--- src/rtl/logic_result_packer.sv ---
// logic_result_packer: packs LANES result beats (plus their op bits) into one
// wide word on a valid/ready output; flush emits a partial word early.
//  clk, rst_n           : clock, async active-low reset
//  in_valid/in_ready    : beat handshake; in_result data, in_op select bit
//  flush                : emit partially filled word (FILL only)
//  out_valid/out_ready  : word handshake
//  out_data/out_mask    : packed lanes (lane 0 in LSBs) and per-lane op bits
//  out_count            : number of valid lanes
//  out_csum             : XOR of all lanes (only when LRC_CSUM_EN is defined)
module logic_result_packer #(
  parameter int DATA_W = 8,
  parameter int LANES  = 4
) (
  input  logic                       clk,
  input  logic                       rst_n,
  input  logic                       in_valid,
  output logic                       in_ready,
  input  logic [DATA_W-1:0]          in_result,
  input  logic                       in_op,
  input  logic                       flush,
  output logic                       out_valid,
  input  logic                       out_ready,
  output logic [DATA_W*LANES-1:0]    out_data,
  output logic [LANES-1:0]           out_mask,
`ifdef LRC_CSUM_EN
  output logic [DATA_W-1:0]          out_csum,
`endif
  output logic [$clog2(LANES+1)-1:0] out_count
);

  localparam int CW = $clog2(LANES+1);
  localparam int IW = $clog2(LANES);

  typedef enum logic {FILL, HOLD} state_t;

  state_t                       r_state, w_state_nxt;
  logic [CW-1:0]                r_cnt, w_cnt_nxt;
  logic [CW-1:0]                r_count, w_count_nxt;
  logic [CW-1:0]                w_filled;
  logic [LANES-1:0][DATA_W-1:0] r_data, w_data_nxt;
  logic [LANES-1:0]             r_mask, w_mask_nxt;
  logic                         w_fill, w_hold;
  logic                         w_acc, w_take;
  logic [IW-1:0]                w_idx;

  assign w_fill   = (r_state == FILL);
  assign w_hold   = (r_state == HOLD);
  assign in_ready = w_fill ? 1'b1 : out_ready;
  assign w_acc    = in_valid & in_ready;
  assign w_take   = w_hold & out_ready;
  assign w_idx    = r_cnt[IW-1:0];
  // lanes filled once this cycle's beat (if any) is counted
  assign w_filled = r_cnt + {{(CW-1){1'b0}}, w_acc};

  always_comb begin
    w_state_nxt = r_state;
    w_cnt_nxt   = r_cnt;
    w_count_nxt = r_count;
    w_data_nxt  = r_data;
    w_mask_nxt  = r_mask;
    unique case (1'b1)
      w_fill: begin
        if (w_acc) begin
          w_data_nxt[w_idx] = in_result;
          w_mask_nxt[w_idx] = in_op;
        end
        w_cnt_nxt = w_filled;
        if ((w_acc && r_cnt == CW'(LANES-1)) ||
            (flush && w_filled != '0)) begin
          w_state_nxt = HOLD;
          w_count_nxt = w_filled;
          w_cnt_nxt   = '0;
        end
      end
      w_hold: begin
        if (w_take) begin
          w_state_nxt = FILL;
          w_data_nxt  = '0;
          w_mask_nxt  = '0;
          w_count_nxt = '0;
          w_cnt_nxt   = '0;
          // beat arriving with the take starts the next word, no bubble
          if (w_acc) begin
            w_data_nxt[0] = in_result;
            w_mask_nxt[0] = in_op;
            w_cnt_nxt     = CW'(1);
          end
        end
      end
    endcase
  end

  always_ff @(posedge clk or negedge rst_n) begin
    if (!rst_n) begin
      r_state <= FILL;
      r_cnt   <= '0;
      r_count <= '0;
      r_data  <= '0;
      r_mask  <= '0;
    end else begin
      r_state <= w_state_nxt;
      r_cnt   <= w_cnt_nxt;
      r_count <= w_count_nxt;
      r_data  <= w_data_nxt;
      r_mask  <= w_mask_nxt;
    end
  end

  assign out_valid = w_hold;
  assign out_data  = r_data;
  assign out_mask  = r_mask;
  assign out_count = r_count;

`ifdef LRC_CSUM_EN
  logic [DATA_W-1:0] r_csum, w_csum_nxt;

  // cleared lanes are zero, so they drop out of the XOR
  always_comb begin
    w_csum_nxt = '0;
    for (int i = 0; i < LANES; i++) begin
      w_csum_nxt = w_csum_nxt ^ w_data_nxt[i];
    end
  end

  always_ff @(posedge clk or negedge rst_n) begin
    if (!rst_n) r_csum <= '0;
    else        r_csum <= w_csum_nxt;
  end

  assign out_csum = r_csum;
`endif

endmodule

--- config.mk ---
export PLATFORM = sky130hd
export DESIGN_NAME = logic_result_packer
export DESIGN_NICKNAME = d
export VERILOG_FILES = /design/src/rtl/logic_result_packer.sv
export SDC_FILE = /design/constraint.sdc
export NUM_CORES = 1
export LEC_CHECK = 0
export BUFFER_PORTS_ARGS = -buffer_cell sky130_fd_sc_hd__buf_4
export CORE_ASPECT_RATIO = 0.8
export CORE_MARGIN = 2
export CORE_UTILIZATION = 40
export CTS_CLUSTER_DIAMETER = 60
export DETAILED_ROUTE_END_ITERATION = 10
export GPL_ROUTABILITY_DRIVEN = 0
export GPL_TIMING_DRIVEN = 0
export HOLD_SLACK_MARGIN = 0.02
export PLACE_DENSITY_LB_ADDON = 0.08
export SETUP_SLACK_MARGIN = 0.15
export SYNTH_ARGS = -nofsm -noshare
export SYNTH_HDL_FRONTEND = slang
export SYNTH_SLANG_ARGS = --single-unit
--- constraint.sdc ---
create_clock -name clk -period 1.8 [get_ports clk]
set_clock_uncertainty 0.05 [all_clocks]
set_input_delay 0.54 -clock clk [delete_from_list [all_inputs] [get_ports clk]]
set_output_delay 0.54 -clock clk [all_outputs]
set_load 0.01 [all_outputs]
==> impl_results.md, run 1 <==
* Outcome: complete, but fails checks
* Violated checks: negative setup slack
* Total power at 0.00387 W
* Syn Area/Cell at 9.41 sq um
* Unique masters post-synth at 26
* Post-route DRC at 0
* Die Wd at 81.8 um
* CP Launch Type: primary input
* WS Path Type: in -> reg
* Hold Slack at 0.170 ns
* Crit share post-route at 111%
* Worst Setup End Kind: flip-flop
* Critical Path, Cell by Cell: buf_8 -> clkbuf_16 -> nor2b_4 -> inv_2 -> and3_4 -> ha_4 -> xor2_2 -> o31a_1 -> o31a_1 -> o22ai_1
* Synthesized net count at 221
* Die H at 66.3 um
* I/O Pins at 55
* Reg-to-Reg End: out_count[0]
* HPWL after DPL at 3.38 mm
* Final Instance Area at 2840 sq um
* Flop2flop setup slack at -0.13 ns
* Area of the multi-input gates at 802 sq um
* F_max at 0.500 GHz
* Post-Syn Instances at 206
* Final hold viol count at 0
* Max Buffers Root-to-Sink at 2
* Vias at 1812
* Buf/Inv on CP at 3
* Critical Path Most Common Cell: o31a_1
* Clock Latency Late Sink at 0.30 ns
* CTS HTree Levels at 2
* Maxcap violations at 0
* HP Class: in -> async
* Antenna violations before repair at 0
* Total gr overflow at 0
* Number of detailed-route iterations in the first pass at 4
* First-pass GRT wire length at 8.29 mm
* Final wirelength at 5.29 mm
* Final setup vio count at 5
* ANT cells at 0
* CTS Sinks at 43
* VDD IR max at 0.000640 V
* Worst R2R Path Depth at 8
* Crit Path Max Fanout at 3
* FF+latch area at 1080 sq um
* Vias in the first global route at 1677
* Largest net degree at the start of global routing at 44
* Final worst slack at -0.202 ns
* Initial Util at 41.9%
* PortBufs at 52
* Pins Over Slew Limit at 0
* Leak Pwr at 1.42 nW
* Via density at 5.19
* Core area at 4620 sq um
* FF-to-FF Start: out_valid
* Mapped Area at 1940 sq um
* Total CTS buffers at 5
* Setup WS pre-CTS at -0.641 ns
* Fin crit period at 2.00 ns
* Setup TNS at -0.840 ns
* Synth warn at 0
* WP data arrival at 2.18 ns
* Antenna viol nets, final at 0
* Synth-to-Final Area Change at 46.4%
* Relative slew slack at 61.7%
* Critical-path top delay cell: o31a_1
* Crit-path max cell delay at 0.31 ns
* Filler Cell Count at 420
* # nets final at 303
* Row cnt at 22
* Worst-path clk slew at 0.09 ns
* Layout cells sized above 1 at 37.7%
* Gr usage total at 20.5%
* Critical path's top delay family: compound AO/OA/AOI/OAI gates
* CTS tree: yes
* Wirelength per Cell at 15.2 um
* Area after DPL at 2450 sq um
* RSZ-0062 raised after global routing: yes
* Required time of the critical path at 1.98 ns
* Worst slew pin tran at 0.575 ns
* Seq/Total Area, Yosys at 55.5%
* Initial DRC Count at 72
* Power Density at 1360 nW/um^2
* Die area at 5420 sq um
* CTS root buf: clkbuf_8
* Post-cts hold buffer count at 0
* Number of synthesized register bits at 43
## cell usage after synthesis
cell | instances | area share, %
nand2_1 | 54 | 10
dfrtp_1 | 43 | 56
o21ai_0 | 34 | 8.8
inv_1 | 14 | 2.7
o22ai_1 | 11 | 3.6
mux2i_1 | 9 | 4.6
nand3_1 | 9 | 2.3
clkbuf_1 | 7 | 1.4
o31a_1 | 4 | 1.8
buf_2 | 2 | 0.52
buf_6 | 2 | 1.2
nor3_1 | 2 | 0.52
xor2_1 | 2 | 0.90
a211o_1 | 1 | 0.45
and3_1 | 1 | 0.32
and4b_1 | 1 | 0.52
buf_4 | 1 | 0.39
ha_1 | 1 | 0.65
nand2b_4 | 1 | 0.71
nand3b_1 | 1 | 0.39
nor2_1 | 1 | 0.19
nor2b_1 | 1 | 0.32
nor3b_2 | 1 | 0.65
nor4_1 | 1 | 0.32
o21ai_2 | 1 | 0.45
o31ai_1 | 1 | 0.39
## stage by stage
stage	util, %	instances
floorplan	-	206
global placement	53.1	318
detailed placement	53.1	318
CTS	57.0	335
global route	61.3	349
finish	61.3	349
## cells in the final DEF, fill, tap and decap left out, types with 2 or more instances in the layout
master      n
o21ai_1    12
clkbuf_2    4
buf_6      12
clkbuf_8    5
nand2_2     5
mux2i_1     9
nand2_1    49
inv_1      13
clkbuf_1    2
dfrtp_1    42
buf_8       2
buf_4      64
o21ai_0    20
clkbuf_16   2
o22ai_1    11
o21ai_2     3
nand3_1     9
o31a_1      4
nor3_1      2
## final cells by class
type / count / area share [%]
Sequential cell: 43 / 38.0
Multi-Input combinational cell: 137 / 28.3
Timing Repair Buffer: 75 / 22.2
Buffer: 12 / 4.01
Tap cell: 60 / 2.65
Clock buffer: 6 / 2.56
Inverter: 14 / 1.85
Clock inverter: 2 / 0.441
## what timing repair did
item / in CTS / in global routing
buffers inserted: 9 / 11
gates resized for setup: 9 / 43
gates cloned: 0 / 3
setup endpoints to repair: 17 / 40
pin swaps: 4 / 7
## power by group
part	leakage [nW]	internal, W	switching, W	total [W]
sequential	0.575	0.00125	0.000183	0.00143
clock	0.0412	0.000272	0.000348	0.000619
combinational	0.804	0.000933	0.000888	0.00182
total	1.42	0.00245	0.00142	0.00387
## sequential cells by signal, summed over array words and instances (netlist names)
| name | cells |
|---|---|
| out_mask | 4 |
| out_count | 3 |
| r_cnt | 3 |
| out_valid | 1 |
| out_data | 32 |
## layer usage
metal  global-route usage (%)  part of all wire, %  wire (um)
met2                     29.7                   44       2300
met1                     30.5                   49       2580
met3                     4.92                  6.7        352
met4                     5.83                  1.1         58
met5                        0                    0          0
## worst max-delay path by stage
stage              start      endpoint  cells past startpoint
6_report       out_ready  out_count[0]                     10
5_1_grt        out_ready  out_count[1]                     10
4_1_cts        out_ready  out_count[1]                     10
3_5_place_dp   out_ready  out_count[1]                     10
3_3_place_gp   out_ready  out_count[1]                     10
2_1_floorplan  out_ready  out_count[1]                      9
## cell families (layout without fill, tap and decap cells)
family | count (synthesis) | in the layout | synth area share (%)
flip-flops | 43 | 43 | 55.5
AO/OA/AOI/OAI | 52 | 52 | 15.4
XOR/XNOR | 2 | 2 | 0.904
adder cells (fa/ha/maj) | 1 | 1 | 0.645
AND/OR/NAND/NOR | 73 | 73 | 16.7
multiplexers | 9 | 9 | 4.65
buffers and inverters | 26 | 109 | 6.13
(Power assumes the default switching activity.)
==> inputs of run 2 (changes only) <==
CORE_UTILIZATION = 44   (was 40)
==> impl_results.md, run 2 (synthesized netlist as in run 1, its figures left out) <==
* Leak Pwr at 1.35 nW
* Core area at 4200 sq um
* Sw Pwr at 0.00136 W
* Area of the multi-input gates at 791 sq um
* Critical Path, Cell by Cell: buf_6 -> clkbuf_16 -> nor2b_4 -> inv_2 -> and3_4 -> ha_4 -> xor2_1 -> o31a_1 -> o31a_1 -> o22ai_1
* Outcome: complete, but fails checks
* Row cnt at 21
* CTS Sinks at 43
* Critical Path Most Common Cell: o31a_1
* Final worst slack at -0.258 ns
* Wirelength per Cell at 15.3 um
* Vias in the first global route at 1691
* Relative slew slack at 60.3%
* Antenna viol nets, final at 0
* Worst-path clk slew at 0.08 ns
* Clock Latency Late Sink at 0.29 ns
* Flop2flop setup slack at -0.16 ns
* Antenna violations before repair at 0
* Critical-path top delay cell: o31a_1
* Switch share at 35.7%
* Logic gate share of total power at 43.3%
* ANT cells at 0
* Layout cells sized above 1 at 32.1%
* Fin crit period at 2.06 ns
* Worst R2R Path Depth at 8
* VDD IR max at 0.000817 V
* CTS root buf: clkbuf_8
* Pint at 0.00246 W
* Max Buffers Root-to-Sink at 2
* WP data arrival at 2.23 ns
* GR peak layer: met2
* Crit share post-route at 114%
* Commonest non-fill, non-tap cell in the layout: buf_4
* Total power at 0.00382 W
* Via density at 5.22
* Final wirelength at 5.12 mm
* Reg-to-Reg End: out_count[0]
* Routing usage on met1 at 32.8%
* FF+latch area at 1080 sq um
* Maxcap violations at 0
* HP Class: in -> async
* Sequential power share at 37.5%
* Initial Util at 46.1%
* F_max at 0.486 GHz
* Total CTS buffers at 5
* Setup TNS at -0.956 ns
* Power Density at 1410 nW/um^2
* Filler Cell Count at 380
* Required time of the critical path at 1.97 ns
* Post-cts hold buffer count at 0
* Worst slew pin tran at 0.593 ns
* Crit-path max cell delay at 0.33 ns
* Gr usage total at 22.0%
* Number of detailed-route iterations in the first pass at 4
* Synth-to-Final Area Change at 39.3%
* CTS HTree Levels at 2
* Violated checks: negative setup slack
* Final hold viol count at 0
* FF-to-FF Start: out_valid
* CP Launch Type: primary input
* # nets final at 292
* Clock Power Share at 19.2%
* Pins Over Slew Limit at 0
* Die area at 4950 sq um
* Max reg flops at 32
* CTS tree: yes
* Hold Slack at 0.185 ns
* Buf/Inv on CP at 3
* Worst Setup End Kind: flip-flop
* PortBufs at 52
* M2 GR Usage at 33.7%
* GRT met3 Usage at 4.01%
* Final Util at 64.2%
* Vias at 1742
* Die Wd at 78.2 um
* Initial DRC Count at 131
* HPWL after DPL at 3.36 mm
* Largest net degree at the start of global routing at 44
* Most frequent cells in the layout: buf_4 (60), nand2_1 (53), dfrtp_1 (43)
* Setup WS pre-CTS at -0.603 ns
* Crit Path Max Fanout at 3
* I/O Pins at 55
* Final setup vio count at 5
* Critical path's top delay family: compound AO/OA/AOI/OAI gates
* Total gr overflow at 0
* Post-route DRC at 0
* First-pass GRT wire length at 8.46 mm
* RSZ-0062 raised after global routing: yes
* WS Path Type: in -> reg
* Die H at 63.4 um
-- run 2: cell types whose count changed in the layout (fill, tap and decap cells not counted), moves of 3 or more --
cell,change
buf_4,-4
nand2_2,-4
buf_6,-7
o21ai_1,-12
nand2_1,+4
o21ai_2,-3
o21ai_0,+14
-- run 2: metal layers --
layer  share of wire [%]  vias up
met5                   0        -
met4                0.41        0
met3                 5.6        4
met2                  46       54
met1                  48      840
li1                    -      844
-- run 2: how the worst max path moves through the flow --
stage | startpoint | endpoint | depth (start not counted)
floorplan | out_ready | out_count[1] | 9
global placement | out_ready | out_count[1] | 10
detailed placement | out_ready | out_count[1] | 10
CTS | out_ready | out_count[0] | 10
global route | out_ready | out_count[0] | 10
finish | out_ready | out_count[0] | 10
-- run 2: layout make-up --
type	count	share of cell area, %
plain buffers	12	3.80
clock buffers	6	2.69
clock inverters	1	1.11
inverters	14	1.95
multi-input cells	137	29.3
flip-flops and latches	43	39.9
well taps	57	2.64
repair buffers	64	18.7
-- run 2: per-stage QoR --
step                      instance area [sq um]  std cells
final                                      2700        334
after global routing                       2700        334
after CTS                                  2640        329
after detailed placement                   2450        315
after global placement                     2450        315
after floorplan                            1990        206
-- run 2: timing repair --
item,CTS,global route
setup buffers,7,5
gates resized for setup,8,8
pin swaps,4,3
endpoints found under the setup margin,26,42
-- run 2: power by group through the flow --
stage                     clock (W)  combinational [W]  sequential [W]
after floorplan                   0           0.000678         0.00155
after global placement            0            0.00142         0.00145
after detailed placement          0            0.00145         0.00146
after CTS                  0.000744            0.00156         0.00143
final                      0.000733            0.00166         0.00143
after global routing       0.000790            0.00180         0.00147
==> inputs of run 3 (changes only) <==
CELL_PAD_IN_SITES_DETAIL_PLACEMENT = 1   (was not set)
CELL_PAD_IN_SITES_GLOBAL_PLACEMENT = 2   (was not set)
CORE_UTILIZATION = 27   (was 44)
==> impl_results.md, run 3 (synthesized netlist as in run 1, its figures left out) <==
* Outcome: complete, but fails checks
* Violated checks: negative setup slack
* Gr usage total at 16.3%
* Final setup vio count at 4
* Wirelength per Cell at 16.6 um
* Vias in the first global route at 1847
* Crit share post-route at 115%
* Number of detailed-route iterations in the first pass at 4
* HP Class: in -> async
* HPWL after DPL at 4.14 mm
* CTS HTree Levels at 2
* ANT cells at 0
* Critical Path Start: out_ready
* Leak Pwr at 1.36 nW
* M1 WL at 3.12 mm
* CTS root buf: clkbuf_8
* Die area at 7880 sq um
* CTS tree: yes
* RSZ-0062 raised after global routing: yes
* Post-cts hold buffer count at 0
* Via density at 4.79
* First-pass GRT wire length at 9.92 mm
* Maxcap violations at 0
* Vias at 1753
* Post-route DRC at 0
* Initial Util at 28.0%
* CP Launch Type: primary input
* WP data arrival at 2.24 ns
* Antenna violations before repair at 0
* Required time of the critical path at 1.96 ns
* CTS Sinks at 43
* Routed wl met2 at 2.65 mm
* Uppermost layer routed: met4
* Synth-to-Final Area Change at 42.0%
* Most frequent cells in the layout: buf_4 (63), nand2_1 (54), dfrtp_1 (43)
* Max reg flops at 32
* Final wirelength at 6.07 mm
* VDD IR max at 0.000450 V
* Area after DPL at 2490 sq um
* Worst-path clk slew at 0.08 ns
* Wire length on met3 at 256 um
* F_max at 0.481 GHz
* Final Instance Area at 2750 sq um
* Core area at 6930 sq um
* # nets final at 294
* Commonest non-fill, non-tap cell in the layout: buf_4
* Total power at 0.00372 W
* PortBufs at 52
* Layout cells sized above 1 at 32.6%
* Final hold viol count at 0
* Die H at 79.8 um
* Worst slew pin tran at 0.630 ns
* Pins Over Slew Limit at 0
* I/O Pins at 55
* Row cnt at 27
* FF-to-FF Start: out_valid
* Crit Path Max Fanout at 3
* Max Buffers Root-to-Sink at 2
* Worst Setup End Kind: flip-flop
* Largest net degree at the start of global routing at 44
* Relative slew slack at 57.8%
* WS Path Type: in -> reg
* Die Wd at 98.7 um
* Total CTS buffers at 5
* Clock Latency Late Sink at 0.29 ns
* Power Density at 1350 nW/um^2
* Final worst slack at -0.279 ns
* Antenna viol nets, final at 0
* Initial DRC Count at 78
* Total gr overflow at 0
* Fin crit period at 2.08 ns
==> run 3: routing by layer <==
metal,track usage [%],vias up
li1,-,842
met5,0,-
met4,3.29,0
met1,24.0,867
met3,3.50,4
met2,24.8,40
==> run 3: worst paths after layout <==
kind | endpoint | slack (ns) | cells after the start
min in group clk | out_data[6] | 0.43 | 2
max | out_count[0] | -0.28 | 10
max in group asynchronous | r_cnt[1] | 1.10 | 1
min | out_data[12] | 0.17 | 1
min reg2reg | out_data[6] | 0.43 | 2
max reg2reg | out_count[0] | -0.19 | 8
==> run 3: power by group <==
group / switching, W / internal, W / leakage (nW)
Sequential: 0.000185 / 0.00124 / 0.577
Combinational: 0.000868 / 0.000782 / 0.736
Clock: 0.000341 / 0.000302 / 0.0470
==> run 3: timing repair <==
action / 4_1_cts / 5_1_grt
resized for setup: 10 / 6
endpoints found under the setup margin: 36 / 37
cloned: 0 / 0
pin swaps: 7 / 7
setup buffers: 10 / 4
==> run 3: layout make-up <==
cell class / count / area (sq um)
fill: 818 / 4170
timing repair buffer: 66 / 532
clock inverter: 1 / 5.00
sequential: 43 / 1080
multi-input combinational: 137 / 790
inverter: 14 / 52.6
buffer: 12 / 105
tap: 87 / 109
clock buffer: 6 / 82.6
==> run 3: worst max-delay path, stage by stage <==
cell and delay (ns):
buf_8 0.10, clkbuf_16 0.13, nor2b_4 0.12, inv_2 0.04
and3_4 0.18, ha_4 0.16, xor2_2 0.14, o31a_1 0.31
o31a_1 0.35, o22ai_1 0.16
==> run 3: through the flow <==
stage | hold WS (ns) | setup TNS, ns | instances | setup WS [ns] | utilization [%]
finish | 0.173 | -0.938 | 366 | -0.279 | 39.7
global route | 0.226 | -1.29 | 366 | -0.346 | 39.7
CTS | 0.217 | -0.893 | 362 | -0.278 | 39.2
detailed placement | 0.424 | -3.80 | 345 | -0.680 | 35.9
global placement | 0.417 | -4.02 | 345 | -0.687 | 35.9
floorplan | 0.194 | -1.24 | 206 | -0.363 | -
